File: config.mk
export PLATFORM = sky130hd
export DESIGN_NAME = sr_cmd_gen_flat
export DESIGN_NICKNAME = d
export VERILOG_FILES = /design/src/rtl/sr_cmd_gen_if.sv /design/src/rtl/sr_cmd_gen.sv /design/src/flat_wrapper.sv
export SDC_FILE = /design/constraint.sdc
export NUM_CORES = 1
export LEC_CHECK = 0
export ABC_AREA = 1
export BUFFER_PORTS_ARGS = -buffer_cell sky130_fd_sc_hd__buf_4
export CAP_MARGIN = 10
export CORE_UTILIZATION = 45
export DETAILED_ROUTE_END_ITERATION = 10
export MAX_ROUTING_LAYER = met4
export SLEW_MARGIN = 20
export SYNTH_ARGS = -nofsm -noshare
export SYNTH_HDL_FRONTEND = slang
export SYNTH_SLANG_ARGS = --single-unit
File: constraint.sdc
create_clock -name clk -period 3.8 [get_ports clk]
set_input_delay 0.19 -clock clk [delete_from_list [all_inputs] [get_ports clk]]
set_output_delay 0.19 -clock clk [all_outputs]
set_load 0.05 [all_outputs]
File: src/rtl/sr_cmd_gen_if.sv
// Signal bundle between the raw request sources, the downstream SR flop and sr_cmd_gen.
// The master side drives the requests and flop feedback; the slave side is the command generator.
interface sr_cmd_gen_if;
    logic       set_raw;
    logic       clr_raw;
    logic       q_fb;
    logic       S;
    logic       R;
    logic       busy;
    logic       conflict;
    logic [7:0] conflict_cnt;

    modport master (
        output set_raw, clr_raw, q_fb,
        input  S, R, busy, conflict, conflict_cnt
    );

    modport slave (
        input  set_raw, clr_raw, q_fb,
        output S, R, busy, conflict, conflict_cnt
    );
endinterface

File: src/rtl/sr_cmd_gen.sv
// Turns raw bouncy set/clear requests into mutually exclusive one-cycle S/R pulses,
// with a hold-off gap after every pulse and suppression of commands the flop already satisfies.
//
// state | meaning
// IDLE  | arbitrate pending requests against q_fb
// PULSE | S, R or conflict asserted for exactly one cycle
// HOLD  | forced idle gap, hold_cnt counting down to zero
module sr_cmd_gen #(
    parameter int unsigned DEB_CYCLES = 4,
    parameter int unsigned HOLDOFF    = 3
) (
    input logic        clk,
    input logic        rst_n,
    sr_cmd_gen_if.slave bus
);

    typedef enum logic [1:0] {
        ST_IDLE,
        ST_PULSE,
        ST_HOLD
    } state_t;

    localparam logic [7:0] DEB_LAST  = 8'(DEB_CYCLES - 1);
    localparam logic [7:0] HOLD_INIT = 8'(HOLDOFF);

    // Bit 0 is the set channel, bit 1 the clear channel throughout.
    logic [1:0] set_meta;
    logic [1:0] clr_meta;
    logic [1:0] sync;
    logic [1:0] lvl;
    logic [1:0] lvl_d;
    logic [1:0] rise;
    logic [1:0] pend;
    logic [1:0] take;
    logic [7:0] deb_cnt [2];

    state_t     state;
    logic [7:0] hold_cnt;
    logic       s_q;
    logic       r_q;
    logic       conf_q;
    logic       busy_q;
    logic [7:0] conf_cnt_q;

    always_ff @(posedge clk or negedge rst_n) begin
        if (!rst_n) begin
            set_meta <= '0;
            clr_meta <= '0;
        end else begin
            set_meta <= {set_meta[0], bus.set_raw};
            clr_meta <= {clr_meta[0], bus.clr_raw};
        end
    end

    assign sync = {clr_meta[1], set_meta[1]};

    // The level only moves after DEB_CYCLES consecutive samples disagree with it.
    always_ff @(posedge clk or negedge rst_n) begin
        if (!rst_n) begin
            lvl   <= '0;
            lvl_d <= '0;
            for (int i = 0; i < 2; i++) begin
                deb_cnt[i] <= '0;
            end
        end else begin
            lvl_d <= lvl;
            for (int i = 0; i < 2; i++) begin
                if (sync[i] == lvl[i]) begin
                    deb_cnt[i] <= '0;
                end else if (deb_cnt[i] == DEB_LAST) begin
                    lvl[i]     <= sync[i];
                    deb_cnt[i] <= '0;
                end else begin
                    deb_cnt[i] <= deb_cnt[i] + 8'd1;
                end
            end
        end
    end

    assign rise = lvl & ~lvl_d;
    // Every pending bit is consumed by a decision in IDLE, whether or not it produces a pulse.
    assign take = (state == ST_IDLE) ? pend : 2'b00;

    always_ff @(posedge clk or negedge rst_n) begin
        if (!rst_n) begin
            pend <= '0;
        end else begin
            pend <= (pend & ~take) | rise;
        end
    end

    always_ff @(posedge clk or negedge rst_n) begin
        if (!rst_n) begin
            state      <= ST_IDLE;
            hold_cnt   <= '0;
            s_q        <= 1'b0;
            r_q        <= 1'b0;
            conf_q     <= 1'b0;
            busy_q     <= 1'b0;
            conf_cnt_q <= '0;
        end else begin
            s_q    <= 1'b0;
            r_q    <= 1'b0;
            conf_q <= 1'b0;
            case (state)
                ST_IDLE: begin
                    if (pend == 2'b11) begin
                        state  <= ST_PULSE;
                        busy_q <= 1'b1;
                        conf_q <= 1'b1;
                        if (conf_cnt_q != 8'hFF) begin
                            conf_cnt_q <= conf_cnt_q + 8'd1;
                        end
                    end else if (pend[0] && !bus.q_fb) begin
                        state  <= ST_PULSE;
                        busy_q <= 1'b1;
                        s_q    <= 1'b1;
                    end else if (pend[1] && bus.q_fb) begin
                        state  <= ST_PULSE;
                        busy_q <= 1'b1;
                        r_q    <= 1'b1;
                    end
                end
                ST_PULSE: begin
                    if (HOLD_INIT == 8'd0) begin
                        state  <= ST_IDLE;
                        busy_q <= 1'b0;
                    end else begin
                        state    <= ST_HOLD;
                        hold_cnt <= HOLD_INIT;
                    end
                end
                ST_HOLD: begin
                    hold_cnt <= hold_cnt - 8'd1;
                    if (hold_cnt <= 8'd1) begin
                        state  <= ST_IDLE;
                        busy_q <= 1'b0;
                    end
                end
                default: begin
                    state  <= ST_IDLE;
                    busy_q <= 1'b0;
                end
            endcase
        end
    end

    assign bus.S            = s_q;
    assign bus.R            = r_q;
    assign bus.conflict     = conf_q;
    assign bus.busy         = busy_q;
    assign bus.conflict_cnt = conf_cnt_q;

endmodule
File: src/flat_wrapper.sv
// flat-port wrapper written by rule: the top's interface ports become plain ports
module sr_cmd_gen_flat 
#(
    parameter int unsigned DEB_CYCLES = 4,
    parameter int unsigned HOLDOFF    = 3
)
  (clk, rst_n, bus_set_raw, bus_clr_raw, bus_q_fb, bus_S, bus_R, bus_busy, bus_conflict, bus_conflict_cnt);
  sr_cmd_gen_if bus_i ();
  input logic clk;
  input logic rst_n;
  input wire logic [$bits(bus_i.set_raw)-1:0] bus_set_raw;
  input wire logic [$bits(bus_i.clr_raw)-1:0] bus_clr_raw;
  input wire logic [$bits(bus_i.q_fb)-1:0] bus_q_fb;
  output wire logic [$bits(bus_i.S)-1:0] bus_S;
  output wire logic [$bits(bus_i.R)-1:0] bus_R;
  output wire logic [$bits(bus_i.busy)-1:0] bus_busy;
  output wire logic [$bits(bus_i.conflict)-1:0] bus_conflict;
  output wire logic [$bits(bus_i.conflict_cnt)-1:0] bus_conflict_cnt;
  assign bus_i.set_raw = bus_set_raw;
  assign bus_i.clr_raw = bus_clr_raw;
  assign bus_i.q_fb = bus_q_fb;
  assign bus_S = bus_i.S;
  assign bus_R = bus_i.R;
  assign bus_busy = bus_i.busy;
  assign bus_conflict = bus_i.conflict;
  assign bus_conflict_cnt = bus_i.conflict_cnt;
  sr_cmd_gen #(.DEB_CYCLES(DEB_CYCLES), .HOLDOFF(HOLDOFF)) u_core (.clk(clk), .rst_n(rst_n), .bus(bus_i));
endmodule
==> key figures <==
Final layout
  • Layout cells sized above 1: 13.4%
  • Most frequent cells in the layout: nand2_1 (58), dfrtp_1 (48), inv_1 (36)
  • Antenna fix cells: 0
  • # nets final: 305
  • Non-filler cells, final: 358
  • Multi-input gate area: 967 um^2
  • Most common cell after layout, fill and taps aside: nand2_1
  • Layout filler cell count: 460
  • Final instance area: 2640 um^2
  • Area grow syn2layout: 13.4%
  • FF+latch area: 1200 um^2

Clocking
  • CTS max path bufs: 2
  • Cts bufs inserted: 5
  • CTS clock-pin slew for the worst setup and hold paths: 80 ps
  • Clock Latency Late Sink: 290 ps
  • Clock sink count: 48
  • CTS tree: yes
  • CTS H-tree depth: 2
  • Clock Root Buffer: clkbuf_8
  • Post-CTS setup buffers: 0

Pwr
  • Reg power frac: 43.1%
  • Power per cell area: 650 nW/um^2
  • Clock share of power: 16.5%
  • Net switching power: 715 uW
  • Internal power: 997 uW
  • Pleak: 0.00134 uW
  • Gate power share: 40.4%
  • Peak VDD IR: 0.000227 V
  • Sw frac: 41.8%

GRT
  • GRT Overall Usage: 17.3%
  • Vias in the first global route: 1574
  • Pin count of the biggest net entering global routing: 49
  • Global-route wire length before repair: 6860 um
  • Antenna violations before repair: 0
  • Total grt overflow: 0

STA
  • Worst-margin pin slew: 587 ps
  • Fmax achieved: 0.693 GHz
  • Post-layout minimum cycle time: 1440 ps
  • RSZ-0062 raised after global routing: false
  • Final hold violations: 0
  • Final Skew: 6.56 ps
  • TNS Setup: 0 ps
  • Slew headroom: 60.8%
  • Final setup vio count: 0
  • Tcrit/Tclk final: 38.0%
  • Fin. max-slew vios: 0
  • Worst hold margin: 176 ps
  • Worst Slack Setup Final: 2360 ps

Floorplanning
  • Die X: 73.9 um
  • Starting density of the core: 47.9%
  • Num ports: 17
  • Die Area: 5450 um^2
  • Height of the die: 73.9 um
  • Placement row count: 25
  • Core footprint: 4850 um^2

Setup path
  • Arr. time, crit path: 1630 ps
  • Required @ worst endpoint: 3990 ps
  • Critical-path top delay cell: dfrtp_1
  • Crit Path Max Fanout: 5
  • Critical path class: reg -> reg
  • CP Cell Sequence: inv_1 -> ha_1 -> inv_2 -> nor2_2 -> inv_1 -> o21ai_1 -> a21oi_1
  • Most Frequent Cell on Critical Path: inv_1
  • Worst setup SP type: register
  • CP endpoint kind: register
  • Slowest stage delay, CP: 380 ps

Synthesis
  • Post-synth top area cell: dfrtp_1
  • Synth cell types: 27
  • Top-area cell type share of the netlist area: 51.7%
  • Area contributors post-synth: dfrtp_1 (52%), nand2_1 (9.4%), inv_1 (5.8%)
  • Syn Nets: 279
  • Synth warnings: 0
  • Syn Inst Count: 265
  • Cell area after synthesis: 2320 um^2
  • #FFs+latches synth: 48
  • Post-synthesis sequential area ratio: 51.7%
  • Avg Inst Size Synth: 8.77 um^2

Placed design
  • Post-Place Cell Area: 2530 um^2
  • Gpl congestion: 0.818
  • Placed instance count: 348
  • PortBufs: 16
  • Post-DP HPWL: 2700 um
  • DP Worst Slack: 2370 ps

Drt
  • DR vias/cell: 4.60
  • Routed Antenna Nets: 0
  • Routed vias: 1646
  • Met1 WL: 1900 um
  • TritonRoute pass-1 iters: 4
  • DRT iter0 DRCs: 65
  • DRC Markers: 0
  • Max Used Layer: met4
  • Met2 wire length: 1660 um
  • Met3 WL: 111 um
  • Final wirelength: 3720 um
  • Routed WL per cell: 10.4 um

Hold path
  • Hold WC Path Type: in -> reg

Job
  • Max_cap viols: 0

Status
  • Status: finished clean
==> through the flow <==
step	util (%)	power, uW
final	54.3	1710
after global routing	54.3	1880
after CTS	54.3	1750
after detailed placement	52.1	1450
after global placement	52.1	1440
after floorplan	-	1280
==> registers in the layout, indices dropped and copies added, names as in the netlist <==
name and cells:
u_core.bus.conflict_cnt 8, u_core.bus.busy 1, u_core.bus.conflict 1, u_core.pend 2
u_core.lvl 2, u_core.lvl_d 2, u_core.bus.S 1, u_core.bus.R 1
u_core.deb_cnt 16, u_core.hold_cnt 8, u_core.state 2, u_core.set_meta 2
u_core.clr_meta 2
==> Yosys cell counts <==
master	number
nand3_1	14
a31oi_1	2
nand3_2	2
nand2_4	1
o21ai_2	2
dfrtp_1	48
o21bai_1	1
nor2_2	3
nor3_1	4
xnor2_1	3
ha_1	9
nand4_1	7
o211ai_1	1
inv_2	3
o21ai_0	8
nand2_2	1
xor2_2	1
inv_6	1
xor2_1	8
inv_1	36
nor2_4	2
nor3b_1	2
o21ai_1	4
nor2_1	35
a21oi_1	8
nand2_8	1
nand2_1	58
==> worst max-delay path, delay by kind of cell, from the launching register on <==
kind	cells	cell delay [ps]
AND/OR/NAND/NOR	1	170
adder cells (fa/ha/maj)	1	350
buffers and inverters	3	290
flip-flops	1	380
AO/OA/AOI/OAI	2	140
==> cells by family after synthesis <==
logic type,Yosys count,share of synthesized area [%]
flip-flops,48,51.7
AND/OR/NAND/NOR,130,25.7
adder cells (fa/ha/maj),9,4.85
XOR/XNOR,12,4.85
buffers and inverters,40,6.68
AO/OA/AOI/OAI,26,6.25
==> power by group through the flow <==
stage / logic (uW) / registers (uW) / clock network (uW)
floorplan: 458 / 820 / 0
global placement: 695 / 748 / 0
detailed placement: 699 / 751 / 0
CTS: 705 / 740 / 301
global route: 804 / 758 / 321
finish: 692 / 738 / 282
==> final timing paths <==
| kind | start | to | slack, ps | depth (start not counted) |
|---|---|---|---|---|
| min in group asynchronous | rst_n | u_core.bus.conflict_cnt[7] | 450 | 2 |
| min reg2reg | u_core.set_meta[0] | u_core.set_meta[1] | 350 | 0 |
| max in group asynchronous | rst_n | u_core.deb_cnt[11] | 2950 | 2 |
| max | u_core.state[1] | u_core.hold_cnt[6] | 2360 | 7 |
| min | bus_q_fb | u_core.bus.S | 180 | 4 |
| max reg2reg | u_core.state[1] | u_core.hold_cnt[6] | 2360 | 7 |
==> what timing repair did <==
| item | 4_1_cts | 5_1_grt |
|---|---|---|
| hold buffers | 3 | 0 |
| endpoints found under the hold margin | 50 | 0 |
| resized for setup | 0 | 0 |
==> final cells by class <==
| type | instances | share of cell area [%] |
|---|---|---|
| clock buffers | 6 | 2.75 |
| well taps | 67 | 3.18 |
| multi-input cells | 177 | 36.7 |
| repair buffers | 19 | 5.70 |
| flip-flops and latches | 48 | 45.6 |
| clock inverters | 1 | 0.190 |
| inverters | 40 | 5.89 |
==> per-layer routing <==
| layer | GRT usage, % | vias to the layer above |
|---|---|---|
| met4 | 7.05 | 0 |
| met1 | 22.0 | 741 |
| met5 | - | - |
| met3 | 4.53 | 4 |
| li1 | - | 880 |
| met2 | 26.1 | 21 |
No activity file was read; power rests on OpenSTA's default activity.
